**config.mk**
```make
export PLATFORM = sky130hd
export DESIGN_NAME = mips_cpu_sequencer
export DESIGN_NICKNAME = d
export VERILOG_FILES = /design/src/rtl/mips_cpu_pkg.sv /design/src/rtl/mips_cpu_instr_class.sv /design/src/rtl/mips_cpu_sequencer.sv
export SDC_FILE = /design/constraint.sdc
export NUM_CORES = 1
export LEC_CHECK = 0
export BUFFER_PORTS_ARGS = -buffer_cell sky130_fd_sc_hd__buf_2
export CORE_MARGIN = 2
export CORE_UTILIZATION = 48
export DETAILED_ROUTE_END_ITERATION = 12
export HOLD_SLACK_MARGIN = 0.12
export PLACE_DENSITY = 0.8
export SLEW_MARGIN = 5
export SYNTH_ARGS = -nofsm -noshare
export SYNTH_HDL_FRONTEND = slang
export SYNTH_SLANG_ARGS = --single-unit
export TNS_END_PERCENT = 10
```
**constraint.sdc**
```tcl
create_clock -name clk -period 2.2 [get_ports clk]
set_clock_uncertainty 0.1 [all_clocks]
set_input_delay 0 -clock clk [delete_from_list [all_inputs] [get_ports clk]]
set_output_delay 0 -clock clk [all_outputs]
set_load 0.02 [all_outputs]
```
**src/rtl/mips_cpu_pkg.sv**
```systemverilog
// Shared definitions for the multicycle MIPS-compatible core: sequencer state
// encodings and the opcode/funct values the sequencer and controller decode.
package mips_cpu_pkg;

  typedef enum logic [2:0] {
    ST_HALTED = 3'd0,
    ST_FETCH  = 3'd1,
    ST_DECODE = 3'd2,
    ST_EXEC1  = 3'd3,
    ST_EXEC2  = 3'd4,
    ST_FAULT  = 3'd5
  } state_t;

  localparam logic [5:0] OP_RTYPE  = 6'h00;
  localparam logic [5:0] OP_LW     = 6'h23;
  localparam logic [5:0] OP_SW     = 6'h2B;
  localparam logic [5:0] OP_BEQ    = 6'h04;

  localparam logic [5:0] FN_JR     = 6'h08;
  localparam logic [5:0] FN_JALR   = 6'h09;
  localparam logic [5:0] FN_ALU_LO = 6'h20;
  localparam logic [5:0] FN_ALU_HI = 6'h26;

endpackage

```
**src/rtl/mips_cpu_instr_class.sv**
```systemverilog
// Combinational instruction classifier shared by the sequencer and controller.
module mips_cpu_instr_class
  import mips_cpu_pkg::*;
(
  input  logic [5:0] opcode,
  input  logic [5:0] fncode,
  output logic       legal,
  output logic       is_lw,
  output logic       is_sw,
  output logic       is_beq,
  output logic       is_jr_jalr
);

  logic is_rtype;
  logic is_alu;

  always_comb begin
    is_rtype   = (opcode == OP_RTYPE);
    is_alu     = is_rtype && (fncode >= FN_ALU_LO) && (fncode <= FN_ALU_HI);
    is_jr_jalr = is_rtype && ((fncode == FN_JR) || (fncode == FN_JALR));
    is_lw      = (opcode == OP_LW);
    is_sw      = (opcode == OP_SW);
    is_beq     = (opcode == OP_BEQ);
    legal      = is_alu || is_jr_jalr || is_lw || is_sw || is_beq;
  end

endmodule

```
**src/rtl/mips_cpu_sequencer.sv**
```systemverilog
// Multicycle state sequencer: memory stall handling, halt/fault detection and
// retired-instruction / active-cycle performance counters.
module mips_cpu_sequencer
  import mips_cpu_pkg::*;
#(
  parameter int unsigned CNT_W = 32
) (
  input  logic             clk,
  input  logic             reset,
  input  logic [5:0]       opcode,
  input  logic [5:0]       fncode,
  input  logic             waitrequest,
  input  logic             jump_target_zero,
  output logic [2:0]       state,
  output logic             mem_req,
  output logic             active,
  output logic             fault,
  output logic [CNT_W-1:0] instr_retired,
  output logic [CNT_W-1:0] cycle_count
);

  state_t state_q;
  state_t state_d;
  logic   legal;
  logic   is_lw;
  logic   is_sw;
  logic   is_beq;
  logic   is_jr_jalr;
  logic   stall;
  logic   retire;

  mips_cpu_instr_class u_instr_class (
    .opcode     (opcode),
    .fncode     (fncode),
    .legal      (legal),
    .is_lw      (is_lw),
    .is_sw      (is_sw),
    .is_beq     (is_beq),
    .is_jr_jalr (is_jr_jalr)
  );

  assign state = state_q;

  always_comb begin
    mem_req = (state_q == ST_FETCH) ||
              ((state_q == ST_EXEC1) && is_lw) ||
              ((state_q == ST_EXEC2) && is_sw);
    stall   = mem_req && waitrequest;
    // Retirement happens on leaving the last exec state, so a stalled sw
    // retires only on the cycle its EXEC2 actually completes.
    retire  = !stall && (((state_q == ST_EXEC1) && is_beq) || (state_q == ST_EXEC2));
  end

  always_comb begin
    state_d = state_q;
    if (!stall) begin
      unique case (state_q)
        ST_FETCH:  state_d = ST_DECODE;
        ST_DECODE: state_d = legal ? ST_EXEC1 : ST_FAULT;
        ST_EXEC1:  state_d = is_beq ? ST_FETCH : ST_EXEC2;
        ST_EXEC2:  state_d = (is_jr_jalr && jump_target_zero) ? ST_HALTED : ST_FETCH;
        ST_HALTED: state_d = ST_HALTED;
        ST_FAULT:  state_d = ST_FAULT;
        default:   state_d = ST_FAULT;
      endcase
    end
  end

  always_ff @(posedge clk) begin
    if (reset) begin
      state_q       <= ST_FETCH;
      active        <= 1'b1;
      fault         <= 1'b0;
      instr_retired <= '0;
      cycle_count   <= '0;
    end else begin
      state_q <= state_d;
      active  <= (state_d != ST_HALTED) && (state_d != ST_FAULT);
      fault   <= (state_d == ST_FAULT);
      if (retire) begin
        instr_retired <= instr_retired + 1'b1;
      end
      if (active) begin
        cycle_count <= cycle_count + 1'b1;
      end
    end
  end

endmodule

```
==> results.txt <==
----------------------------------------------------
[Cells and area]
  Post-layout net count ... ~530
  Diodes inserted ... 0
  Number of inserted filler cells in the final layout ... 639
  Area delta synth->final ... 27.0%
  Layout cells sized above 1 ... a little under a third
  Finished Cell Area ... roughly 4500 um2

[Drt]
  Vias ... between 3,000 and 4,000
  DRC marker count from the first detailed-route iteration ... around 140
  Drt first pass iters ... 4
  Routed wirelength normalized by instance count ... about 14 um
  DRC errors left ... 0
  Post-route ant nets ... 0
  Routed WL ... around 8600 um
  Vias per cell ... approximately 5.4

[STA]
  Final period util ... between 90% and 100%
  Total count of hold-check failures in the final report ... 0
  Max Freq ... 472 MHz
  Setup-violating endpoint count in the final report ... 0
  Measured slew at the worst slew-check pin ... approximately 0.7 ns
  Number of slew-limit violations in the final report ... 0
  Worst slew margin relative to its limit ... between 50% and 60%
  Minimum setup slack in the final design ... about 0.082 ns
  Clock period minus worst slack ... 2.12 ns

[Global routing]
  Total GRT Usage ... roughly a fifth
  Global-route wire length before repair ... approximately 14,000 um
  Grt ovf ... 0
  Pin count of the biggest net entering global routing ... ~70
  Initial antenna violation count ... 0
  Number of global-route vias before repair ... 3,141

[Synthesis]
  Top area cells in the synthesized netlist ... dfxtp_1, nor2_1, xor2_1, xnor2_1, nand3_1
  Post-synth ARST share ... 0%
  Post-synth top area share ... around 40%
  Leading area contributor after synthesis ... dfxtp_1
  Number of cells produced by synthesis ... 405
  Post-Synthesis Net Count ... ~420
  Number of synthesized register bits ... 69
  YS warnings ... 0
  Sequential cell area fraction in the yosys report ... between 30% and 40%
  Top FF cell, synth ... dfxtp_1
  Cell Area, Synth ... between 3000 and 4000 um2
  Post-Syn Area per Cell ... around 8.8 um2
  Number of synthesized flops with an enable pin ... 0
  Synth unique cells ... between 60 and 70
  Synth cell count leaders ... dfxtp_1, nor2_1, nand3_1, nand2_1, xor2_1
  Count leader, synth ... dfxtp_1

[Floorplanning]
  Core Footprint ... between 7000 and 8000 um2
  Std-Cell Rows ... 31
  Initial Util ... between 40% and 50%
  I/O pin cnt ... 86
  Die extent in y ... 90.0 um
  Die boundary width ... 90.0 um
  Die ar. ... 8100 um2

[Critical path]
  Data arrival, critical path ... roughly 2.2 ns
  Reg-to-reg critical path startpoint ... state[2]
  Slack of the worst reg-to-reg path ... 0.08 ns
  Kind of start point of the critical path ... register
  Worst-path maximum fanout ... 7
  Required time at the worst-slack endpoint ... roughly 2.3 ns
  Reg2reg end ... instr_retired[4]
  Worst Setup Path Type ... reg2reg
  Critical path capture point type ... register
  Length in cells of the worst reg-to-reg path ... 8

[Place]
  Port bufs ... 85
  Final HPWL from detailed placement ... between 6000 and 7000 um
  Final estimated routing congestion in global placement ... 0.863
  Cell Area, Placed ... roughly 4200 um2
  Setup slack after placement ... approximately 0.032 ns

[Clock tree]
  Clock tree root driver cell ... clkbuf_8
  Clk slew on worst S/H paths ... about 0.07 ns
  Number of buffers created by CTS ... 9
  Bufs on Longest Clock Path ... 2
  Maximum level of the CTS H-tree ... 3
  CTS tree ... yes
  Sink Count ... 69
  Insertion delay of the later-clocked pin in the worst-skew pair ... about 0.35 ns

[Hold path]
  Hold-critical path endpoint ... state[1]
  Worst hold-check path type ... in2reg
  Number of stages on the worst hold path ... 7
  Critical hold path startpoint ... fncode[5]

[Status]
  Run status ... completed

[Job]
  Count of maximum capacitance violations ... 0

[Power and ir drop]
  Leak Pwr ... 1.85 nW
  Total power per unit cell area ... 646 nW/um2
  Worst VDD drop ... roughly 0.33 mV

----------------------------------------------------
## registers in the layout (all words and copies together), names as in the netlist
name	cells
fault	1
instr_retired	32
cycle_count	32
active	1
state	3
## cell usage in the layout, fill, tap and decap left out, drive strengths merged, types with 3 or more instances in the layout
cell	n
and4	5
nand4	12
buf	110
clkbuf	11
nor3	6
xor2	25
nand3	30
dfxtp	69
nor2	60
a21oi	20
nand2b	3
and2	5
inv	8
o21ai	11
nor2b	4
xnor2	20
nand2	26
a21o	3
o31ai	4
nor4b	3
and3	11
or4	5
or3	4
a31o	3
nor4	16
## per-layer routing
metal | vias up | routed length [um] | GRT usage, %
met2 | 104 | 4180 | 36.6
li1 | 1651 | - | -
met5 | - | 0 | 0
met1 | 1562 | 3790 | 26.3
met4 | 0 | 157 | 7.18
met3 | 14 | 434 | 4.95
## how the worst max path moves through the flow
stage	startpoint	to	cells past startpoint
2_1_floorplan	instr_retired[4]	instr_retired[26]	9
3_3_place_gp	instr_retired[5]	instr_retired[26]	6
3_5_place_dp	state[2]	instr_retired[4]	8
4_1_cts	state[2]	instr_retired[4]	8
5_1_grt	state[2]	instr_retired[4]	8
6_report	state[2]	instr_retired[4]	8
## cell families after synthesis
| logic type | after synthesis | share of synthesized area, % |
|---|---|---|
| simple gates | 207 | 34.7 |
| flops | 69 | 38.9 |
| compound gates | 54 | 10.5 |
| xor+xnor | 45 | 11.1 |
| buf+inv | 25 | 3.14 |
| mux | 3 | 0.916 |
| fa+ha+maj | 2 | 0.705 |
## layout make-up
cell class                 instances  area, um2  share of cell area (%)
clock buffer                      11        151                    3.36
clock inverter                     5       58.8                    1.30
inverter                           8       30.0                   0.666
multi-input combinational        311       2110                    46.8
sequential                        69       1390                    30.8
tap                               99        124                    2.75
timing repair buffer             112        646                    14.3
## critical path: stages (launching register included)
cell and delay [ns]:
dfxtp_2 0.37, buf_4 0.17, or3b_1 0.37, a211oi_2 0.35, o21ai_4 0.13, buf_4 0.17, nand4_1 0.10, xor2_1 0.18
nor2_1 0.05
## report_power, final
| group | total, mW | internal (mW) | switching (mW) |
|---|---|---|---|
| Combinational | 0.499 | 0.210 | 0.289 |
| Sequential | 1.34 | 1.29 | 0.0508 |
| Clock | 1.07 | 0.585 | 0.487 |
| Total | 2.91 | 2.09 | 0.827 |
## per-stage QoR
| step | instances | utilization [%] | hold slack (ns) | total power [mW] | setup TNS, ns |
|---|---|---|---|---|---|
| finish | 615 | 62.5 | 0.265 | 2.91 | 0 |
| global route | 615 | 62.5 | 0.316 | 3.06 | -0.0176 |
| CTS | 611 | 61.3 | 0.250 | 2.89 | 0 |
| detailed placement | 593 | 58.1 | 0.335 | 1.83 | 0 |
| global placement | 593 | 58.1 | 0.333 | 1.82 | 0 |
| floorplan | 405 | - | 0.0983 | 1.67 | 0 |
## repair_timing
action,4_1_cts,5_1_grt
resized for setup,0,13
hold endpoints to repair,4,0
setup buffers,0,4
hold buffers,2,0
endpoints found under the setup margin,0,23
Note: power is estimated with default switching activity, not from simulation.
